## config.mk

```make
export PLATFORM = sky130hd
export DESIGN_NAME = csh_cyc_arb
export DESIGN_NICKNAME = d
export VERILOG_FILES = /design/src/rtl/csh_cyc_arb.sv
export SDC_FILE = /design/constraint.sdc
export NUM_CORES = 1
export LEC_CHECK = 0
export ABC_CLOCK_PERIOD_IN_PS = 3700
export BUFFER_PORTS_ARGS = -buffer_cell sky130_fd_sc_hd__buf_2
export CORE_ASPECT_RATIO = 0.6
export CORE_MARGIN = 2
export CORE_UTILIZATION = 39
export DETAILED_ROUTE_END_ITERATION = 8
export PLACE_DENSITY_LB_ADDON = 0.1
export SLEW_MARGIN = 20
export SYNTH_ARGS = -nofsm -noshare
export SYNTH_HDL_FRONTEND = slang
export SYNTH_SLANG_ARGS = --single-unit
```

## constraint.sdc

```tcl
create_clock -name clk_mbox_h -period 3.7 [get_ports clk_mbox_h]
set_input_delay 0.555 -clock clk_mbox_h [delete_from_list [all_inputs] [get_ports clk_mbox_h]]
set_output_delay 0.555 -clock clk_mbox_h [all_outputs]
set_load 0.02 [all_outputs]
```

## src/rtl/csh_cyc_arb.sv

```systemverilog
// Cache cycle arbiter for the MBOX: grants EBOX/channel/CCA cache cycles and
// sequences each one through lookup, writeback, fill or page-table refill.
module csh_cyc_arb #(
    parameter int WB_CYCLES  = 4,
    parameter int STARVE_LIM = 4
) (
    input  logic       clk_mbox_h,
    input  logic       mr_reset_l,
    input  logic       ebox_req_h,
    input  logic       chan_req_h,
    input  logic       cca_req_h,
    input  logic       pag_refill_req_h,
    input  logic       csh_hit_h,
    input  logic       victim_dirty_h,
    input  logic       mem_done_h,
    output logic       ebox_grant_h,
    output logic       chan_grant_h,
    output logic       cca_grant_h,
    output logic [2:0] pma_src_h,
    output logic       cyc_type_hold_h,
    output logic       csh_ebox_cyc_l,
    output logic       csh_writeback_cyc_h,
    output logic       page_refill_cyc_l,
    output logic       ready_to_go_l,
    output logic [2:0] state_dbg
);

    typedef enum logic [2:0] {
        IDLE   = 3'd0,
        LOOKUP = 3'd1,
        WB     = 3'd2,
        FILL   = 3'd3,
        REFILL = 3'd4,
        DONE   = 3'd5
    } state_t;

    typedef enum logic [1:0] {
        OWN_EBOX = 2'd0,
        OWN_CHAN = 2'd1,
        OWN_CCA  = 2'd2
    } owner_t;

    localparam logic [2:0] SRC_VMA = 3'd0;
    localparam logic [2:0] SRC_CCW = 3'd1;
    localparam logic [2:0] SRC_CAM = 3'd2;
    localparam logic [2:0] SRC_PT  = 3'd3;
    localparam logic [2:0] SRC_WB  = 3'd4;

    localparam logic [3:0] WB_LAST  = 4'(WB_CYCLES - 1);
    localparam logic [3:0] STARVE_M = 4'(STARVE_LIM);

    state_t     state;
    owner_t     owner;
    owner_t     winner;
    state_t     lookup_next;
    logic [3:0] starve_cnt;
    logic [3:0] wb_cnt;
    logic       refill_done;
    logic       any_req;

    assign state_dbg = state;
    assign any_req   = ebox_req_h | chan_req_h | cca_req_h;

    function automatic logic [2:0] src_of(input owner_t o);
        case (o)
            OWN_CHAN: src_of = SRC_CCW;
            OWN_CCA:  src_of = SRC_CAM;
            default:  src_of = SRC_VMA;
        endcase
    endfunction

    // A starved EBOX overrides the fixed chan > cca > ebox order.
    always_comb begin
        winner = OWN_EBOX;
        if (ebox_req_h && (starve_cnt == STARVE_M)) begin
            winner = OWN_EBOX;
        end else if (chan_req_h) begin
            winner = OWN_CHAN;
        end else if (cca_req_h) begin
            winner = OWN_CCA;
        end
    end

    always_comb begin
        lookup_next = DONE;
        if (owner == OWN_CCA) begin
            lookup_next = (csh_hit_h && victim_dirty_h) ? WB : DONE;
        end else if ((owner == OWN_EBOX) && pag_refill_req_h && !refill_done) begin
            lookup_next = REFILL;
        end else if (csh_hit_h) begin
            lookup_next = DONE;
        end else if (victim_dirty_h) begin
            lookup_next = WB;
        end else begin
            lookup_next = FILL;
        end
    end

    always_ff @(posedge clk_mbox_h) begin
        if (!mr_reset_l) begin
            state               <= IDLE;
            owner               <= OWN_EBOX;
            starve_cnt          <= 4'd0;
            wb_cnt              <= 4'd0;
            refill_done         <= 1'b0;
            ebox_grant_h        <= 1'b0;
            chan_grant_h        <= 1'b0;
            cca_grant_h         <= 1'b0;
            pma_src_h           <= SRC_VMA;
            cyc_type_hold_h     <= 1'b0;
            csh_ebox_cyc_l      <= 1'b1;
            csh_writeback_cyc_h <= 1'b0;
            page_refill_cyc_l   <= 1'b1;
            ready_to_go_l       <= 1'b1;
        end else begin
            ebox_grant_h  <= 1'b0;
            chan_grant_h  <= 1'b0;
            cca_grant_h   <= 1'b0;
            ready_to_go_l <= 1'b1;
            case (state)
                IDLE: begin
                    if (any_req) begin
                        state           <= LOOKUP;
                        owner           <= winner;
                        ebox_grant_h    <= (winner == OWN_EBOX);
                        chan_grant_h    <= (winner == OWN_CHAN);
                        cca_grant_h     <= (winner == OWN_CCA);
                        pma_src_h       <= src_of(winner);
                        cyc_type_hold_h <= 1'b1;
                        csh_ebox_cyc_l  <= (winner != OWN_EBOX);
                        if (!ebox_req_h || (winner == OWN_EBOX)) begin
                            starve_cnt <= 4'd0;
                        end else begin
                            starve_cnt <= starve_cnt + 4'd1;
                        end
                    end
                end
                LOOKUP: begin
                    state <= lookup_next;
                    case (lookup_next)
                        WB: begin
                            pma_src_h           <= SRC_WB;
                            csh_writeback_cyc_h <= 1'b1;
                            wb_cnt              <= 4'd0;
                        end
                        REFILL: begin
                            pma_src_h         <= SRC_PT;
                            page_refill_cyc_l <= 1'b0;
                        end
                        default: ;
                    endcase
                end
                WB: begin
                    if (wb_cnt == WB_LAST) begin
                        csh_writeback_cyc_h <= 1'b0;
                        pma_src_h           <= src_of(owner);
                        state               <= (owner == OWN_CCA) ? DONE : FILL;
                    end else begin
                        wb_cnt <= wb_cnt + 4'd1;
                    end
                end
                FILL: begin
                    if (mem_done_h) begin
                        state <= DONE;
                    end
                end
                REFILL: begin
                    // The page table entry is in; retry the lookup exactly once.
                    if (mem_done_h) begin
                        state             <= LOOKUP;
                        refill_done       <= 1'b1;
                        page_refill_cyc_l <= 1'b1;
                        pma_src_h         <= src_of(owner);
                    end
                end
                DONE: begin
                    state           <= IDLE;
                    ready_to_go_l   <= 1'b0;
                    pma_src_h       <= SRC_VMA;
                    cyc_type_hold_h <= 1'b0;
                    csh_ebox_cyc_l  <= 1'b1;
                    refill_done     <= 1'b0;
                end
                default: begin
                    state <= IDLE;
                end
            endcase
        end
    end

endmodule

```

# Word level (Yosys, flattened, before mapping)
# Cells that the tools add are included.
[totals] ff_bits=25 wordCells=101
[classes] add_sub_neg=2 n_eq_ne=21 muxes=37 bitwise_logic=2 reduce_logical=25
[op_table] op="3-bit two-way mux" count=12
[op_table] op="3-bit case mux with 5 select lines" count=2
[op_table] op="4-bit two-way mux" count=3
[op_table] op="2-bit inequality test, second input constant" count=6
[op_table] op="3-bit AND reduction" count=4
[op_table] op="1-bit case mux with 2 select lines" count=5
[op_table] op="2-bit nonzero test" count=5
[op_table] op="3-bit by 2-bit equality test with 1-bit output, second input constant" count=3
[op_table] op="3-bit equality test, second input constant" count=3
[op_table] op="4-bit by 1-bit adder with 4-bit output, second input constant" count=2
[op_table] op="1-bit two-way mux" count=8
[op_table] op="2-bit case mux with 2 select lines" count=2
[op_table] op="4-bit case mux with 2 select lines" count=1
[op_table] op="2-bit two-way mux" count=3
[op_table] op="3-bit case mux with 2 select lines" count=1
[op_table] op="2-bit AND reduction" count=3
[op_table] op="5-bit AND reduction" count=1
[op_table] op="5-bit nonzero test" count=1
[op_table] op="2-bit by 1-bit equality test with 1-bit output, second input constant" count=2
[op_table] op="2-bit equality test, second input constant" count=2
[op_table] op="4-bit by 2-bit equality test with 1-bit output, second input constant" count=1
[op_table] op="4-bit by 3-bit equality test with 1-bit output, second input constant" count=1
[op_table] op="1-bit logical AND" count=4
[op_table] op="2-bit zero test" count=2
[op_table] op="8 further kinds" count=10

# Logic depth before layout (Yosys ltp)
[depth] ltp_word=8 ltp_mapped=7

# Least setup slack after synthesis
# OpenSTA, ideal clock, no wires.
[synth_path] kind="input -> register" from="in ebox_req_h" to="reg pma_src_h[0]" arrival_ns=1.541 t_required_ns=3.581 setup_slack_ns=2.040 cell_stages=4 n_path_buf=0 cell_sequence="or4_4 -> a2bb2oi_4 -> a211oi_4 -> o221a_1"
[synth_between] elab_chain_len=6
[synth_rtl] item="from (decl)" line_no="9" source="input logic ebox_req_h,"
[synth_rtl] item="1-bit logical AND" line_no="75" source="if (ebox_req_h && (starve_cnt == STARVE_M)) begin"
[synth_rtl] item="2-bit two-way mux" line_no="75"
[synth_rtl] item="2-bit equality test or 2-bit by 1-bit equality test with 1-bit output (tied branches)" line_no="65" source="case (o)"
[synth_rtl] item="2-bit case mux with 2 select lines" line_no="65"
[synth_rtl] item="3-bit two-way mux" line_no="122" source="if (any_req) begin"
[synth_rtl] item="3-bit case mux with 5 select lines" line_no="120" source="case (state)"
[synth_rtl] item="to (signal assigned)" line_no="128" source="pma_src_h <= src_of(winner);"
[synth_rtl] item="to (signal assigned)" line_no="156" source="pma_src_h <= src_of(owner);"
[synth_rtl] item="to (signal assigned)" line_no="173" source="pma_src_h <= src_of(owner);"
[synth_rtl] item="to (decl)" line_no="19" source="output logic [2:0] pma_src_h,"
# Parallel ways exist; a longest one is shown, timed or not. The select of a mux whose other input is x is not followed.
# A chain may end at the register's enable or synchronous reset.

# Final worst setup path
[layout_path] from="reg state[0] (netlist: state_dbg[0])" to="reg wb_cnt[1]"
[layout_between] elab_chain_len=3
[layout_rtl] item="from (decl)" line_no="52" source="state_t state;"
[layout_rtl] item="from (signal assigned)" line_no="139" source="state <= lookup_next;"
[layout_rtl] item="from (signal assigned)" line_no="157" source="state <= (owner == OWN_CCA) ? DONE : FILL;"
[layout_rtl] item="3-bit by 2-bit equality test with 1-bit output or 3-bit by 1-bit equality test with 1-bit output (tied branches)" line_no="120"
[layout_rtl] item="2-bit inequality test (no line) or 2-bit nonzero test (tied branches)"
[layout_rtl] item="3-bit AND reduction (no line)"
[layout_rtl] item="to (signal assigned)" line_no="159" source="wb_cnt <= wb_cnt + 4'd1;"
[layout_rtl] item="to (decl)" line_no="57" source="logic [3:0] wb_cnt;"
# Parallel ways exist; a longest one is shown, timed or not.

==> impl_metrics.toml <==
[floorplanning]
fp-row-count = 16
top_level_ports = 23
floorplan_die_area_um2 = 4020
core_region_area_um2 = 3300
floorplan.die.width_um = 80.5
floorplan.die.height_um = 49.9
initial_utilization = 0.415

[critical_path]
end_kind = "flop"
cp_cell_sequence = "nor3b_2 > nand2_1 > a21oi_1 > a2bb2oi_1 > nor2_1"
critical_path.slowest_cell = "sky130_fd_sc_hd__dfxtp_1"
timing.critical_path.arrival_ns = 2.08
cp_data_required_time_ns = 3.84
timing.reg2reg.setup_slack_ns = 1.77
ws_path_type = "reg -> reg"
timing.critical_path.fanout_max = 15
crit_path_max_incr_delay_ns = 0.64
setup.worst_path.start_class = "flop"

[synth]
yosys_most_used_dff = "sky130_fd_sc_hd__dfxtp_1"
netlist_instances = 161
number_of_synthesized_flops_with_an_enable_pin = 0
yosysUniqueCellTypes = 51
synth_area_um2 = 1370
async_reset_ff_frac = 0
ys_warn_count = 0
syn_nets = 173
synth.ff_latch_count = 25
syn_area_per_cell_um2 = 8.51
seq_area_frac_synth = 0.365

[cells_and_area]
synthToLayoutAreaGrowth_pct = 13.1
drive_above_1_share = 0.211
finalNetCount = 193
num_antenna_cells = 0

[cts]
cts_inserted_buffers = 3
insertion_delay_ns = 0.27
cts.htree.levels = 1
cts_tree = "done"
clock_sinks = 25
cts.clk_slew.worst_paths_ns = 0.09
postCtsHoldBufs = 0
ctsResizeCount = 0
cts.repair_timing.setup_buffer_count = 0
ctsLongestPathBuffers = 2
clockRootBuffer = "sky130_fd_sc_hd__clkbuf_8"

[detailed_routing]
drt_pass1_iterations = 4
drc_violation_count_after_routing = 0
initialDrtViolationCount = 198
vias = 1250
total_wirelength_mm = 3.38
routedWlPerCell_um = 15.0
route.antenna.remaining_nets = 0
routed_via_density = 5.56

[timing]
post-route-min-period_ns = 1.93
finalClockSkew_ns = 0.0106
fmax_mhz = 517
worstMarginPinSlew_ns = 0.648
slew_headroom = 0.568
setup_viol = 0
rsz0062_at_grt = "false"
timing_hold_violations_final = 0
timing.final.max_slew_violations = 0
post-route-period-util = 0.523
holdWs_ns = 0.480
totalNegativeSetupSlack_ns = 0

[placement]
place.detailed.hpwl_mm = 2.60
routability_congestion_estimate_from_global_placement = 0.879
port-buffer-count = 22

[pwr]
vdd.ir_drop.worst_mv = 0.268
leakagePower_nw = 0.612
pwr_density_cell_nw_per_um2 = 686

[grt]
grt_first_pass_wirelength_mm = 5.60
track_usage = 0.182
grt_pass1_vias = 1155
grt_max_degree = 19
grt_remaining_overflow = 0
grt_antenna_before_repair = 0

[status]
status = "complete, no violations"

[job]
maxCapViolations = 0

[worst_hold_path]
min_path_type = "reg -> reg"
==> cell families (layout without fill, tap and decap cells) <==
group / after synthesis / after routing / share of synthesized area
adders and majority gates: 3 / 3 / 0.0274
DFF: 25 / 25 / 0.365
buffers and inverters: 13 / 32 / 0.0411
AOI/OAI and AO/OA: 44 / 44 / 0.239
and+or+nand+nor: 73 / 73 / 0.308
xor gates and xnor gates: 3 / 3 / 0.0192
==> report_power, final <==
group,switching (mW),leakage [nW],internal [mW]
registers,0.0876,0.204,0.323
clock network,0.0889,0.0255,0.0754
logic,0.287,0.382,0.200
==> placed cells by master (no fill, tap or decap), types with 2 or more instances in the layout <==
cell / count
sky130_fd_sc_hd__and3_1: 2
sky130_fd_sc_hd__nor2_1: 19
sky130_fd_sc_hd__a211oi_1: 3
sky130_fd_sc_hd__buf_2: 22
sky130_fd_sc_hd__xor2_1: 3
sky130_fd_sc_hd__o21ai_0: 4
sky130_fd_sc_hd__nand2_1: 15
sky130_fd_sc_hd__o211ai_1: 2
sky130_fd_sc_hd__nor3_2: 2
sky130_fd_sc_hd__o21ai_1: 4
sky130_fd_sc_hd__inv_1: 5
sky130_fd_sc_hd__a21oi_1: 13
sky130_fd_sc_hd__clkbuf_8: 3
sky130_fd_sc_hd__nor2b_1: 5
sky130_fd_sc_hd__ha_1: 3
sky130_fd_sc_hd__dfxtp_1: 25
sky130_fd_sc_hd__nand3b_1: 4
sky130_fd_sc_hd__nand3_1: 4
sky130_fd_sc_hd__a31oi_1: 2
sky130_fd_sc_hd__nor3_1: 2
sky130_fd_sc_hd__nand4b_1: 2
sky130_fd_sc_hd__nand2b_1: 7
==> worst paths after layout <==
kind                                                       start                               end  cells after the start
worst min-delay path            csh_writeback_cyc_h$_SDFFE_PN0P_  csh_writeback_cyc_h$_SDFFE_PN0P_                      2
worst min register to register  csh_writeback_cyc_h$_SDFFE_PN0P_  csh_writeback_cyc_h$_SDFFE_PN0P_                      2
worst max register to register         state_dbg[0]$_SDFFE_PN0P_            wb_cnt[1]$_SDFFE_PN0P_                      5
worst max-delay path                   state_dbg[0]$_SDFFE_PN0P_            wb_cnt[1]$_SDFFE_PN0P_                      5
==> layout make-up <==
cell class / count / area [um^2]
Fill cell: 339 / 1750
Multi-Input combinational cell: 123 / 813
Sequential cell: 25 / 500
Timing Repair Buffer: 22 / 110
Tap cell: 45 / 56.3
Clock buffer: 3 / 41.3
Inverter: 6 / 22.5
Clock inverter: 1 / 5.00
==> flip-flops by register name, summed over array words and instances (netlist names) <==
name	count
ebox_grant_h	1
page_refill_cyc_l	1
cca_grant_h	1
pma_src_h	3
wb_cnt	4
csh_writeback_cyc_h	1
state_dbg	3
ready_to_go_l	1
owner	2
csh_ebox_cyc_l	1
starve_cnt	4
refill_done	1
cyc_type_hold_h	1
chan_grant_h	1
==> through the flow <==
step	cells	power, mW	setup WS [ns]	area [um^2]	utilization
finish	225	1.06	1.77	1550	0.469
global route	225	1.14	1.64	1550	0.469
CTS	225	1.06	1.77	1550	0.469
detailed placement	221	0.902	1.59	1500	0.455
global placement	221	0.899	1.71	1500	0.455
floorplan	161	0.787	2.04	1370	-
==> layer usage <==
metal / up-vias / routed length, um / track usage
li1: 619 / - / -
met1: 585 / 1820 / 0.283
met2: 46 / 1320 / 0.243
met3: 0 / 241 / 0.0513
met4: 0 / 0 / 0.0367
met5: - / 0 / 0
==> worst max-delay path, delay by kind of cell, from the launching register on <==
family	cells	cell delay (ns)
compound gates	2	0.55
flops	1	0.64
simple gates	3	0.62
==> Yosys cell counts (all sizes together) (2+ instances only) <==
cell type / number / area [um^2]
inv: 6 / 22.5
a21oi: 14 / 73.8
o21ai: 8 / 40.0
buf: 4 / 22.5
clkbuf: 3 / 11.3
nand3: 4 / 20.0
ha: 3 / 37.5
a211oi: 5 / 55.1
nor2b: 5 / 31.3
and3: 3 / 23.8
nand2b: 7 / 43.8
nor3: 4 / 30.0
nand4b: 2 / 17.5
a2bb2oi: 2 / 35.0
nor4b: 2 / 23.8
xor2: 3 / 26.3
dfxtp: 25 / 500
nand2: 15 / 56.3
nand3b: 4 / 30.0
a31oi: 2 / 12.5
or4: 2 / 18.8
o211ai: 2 / 15.0
nor2: 19 / 71.3
Power figures use the tool's default switching activity.
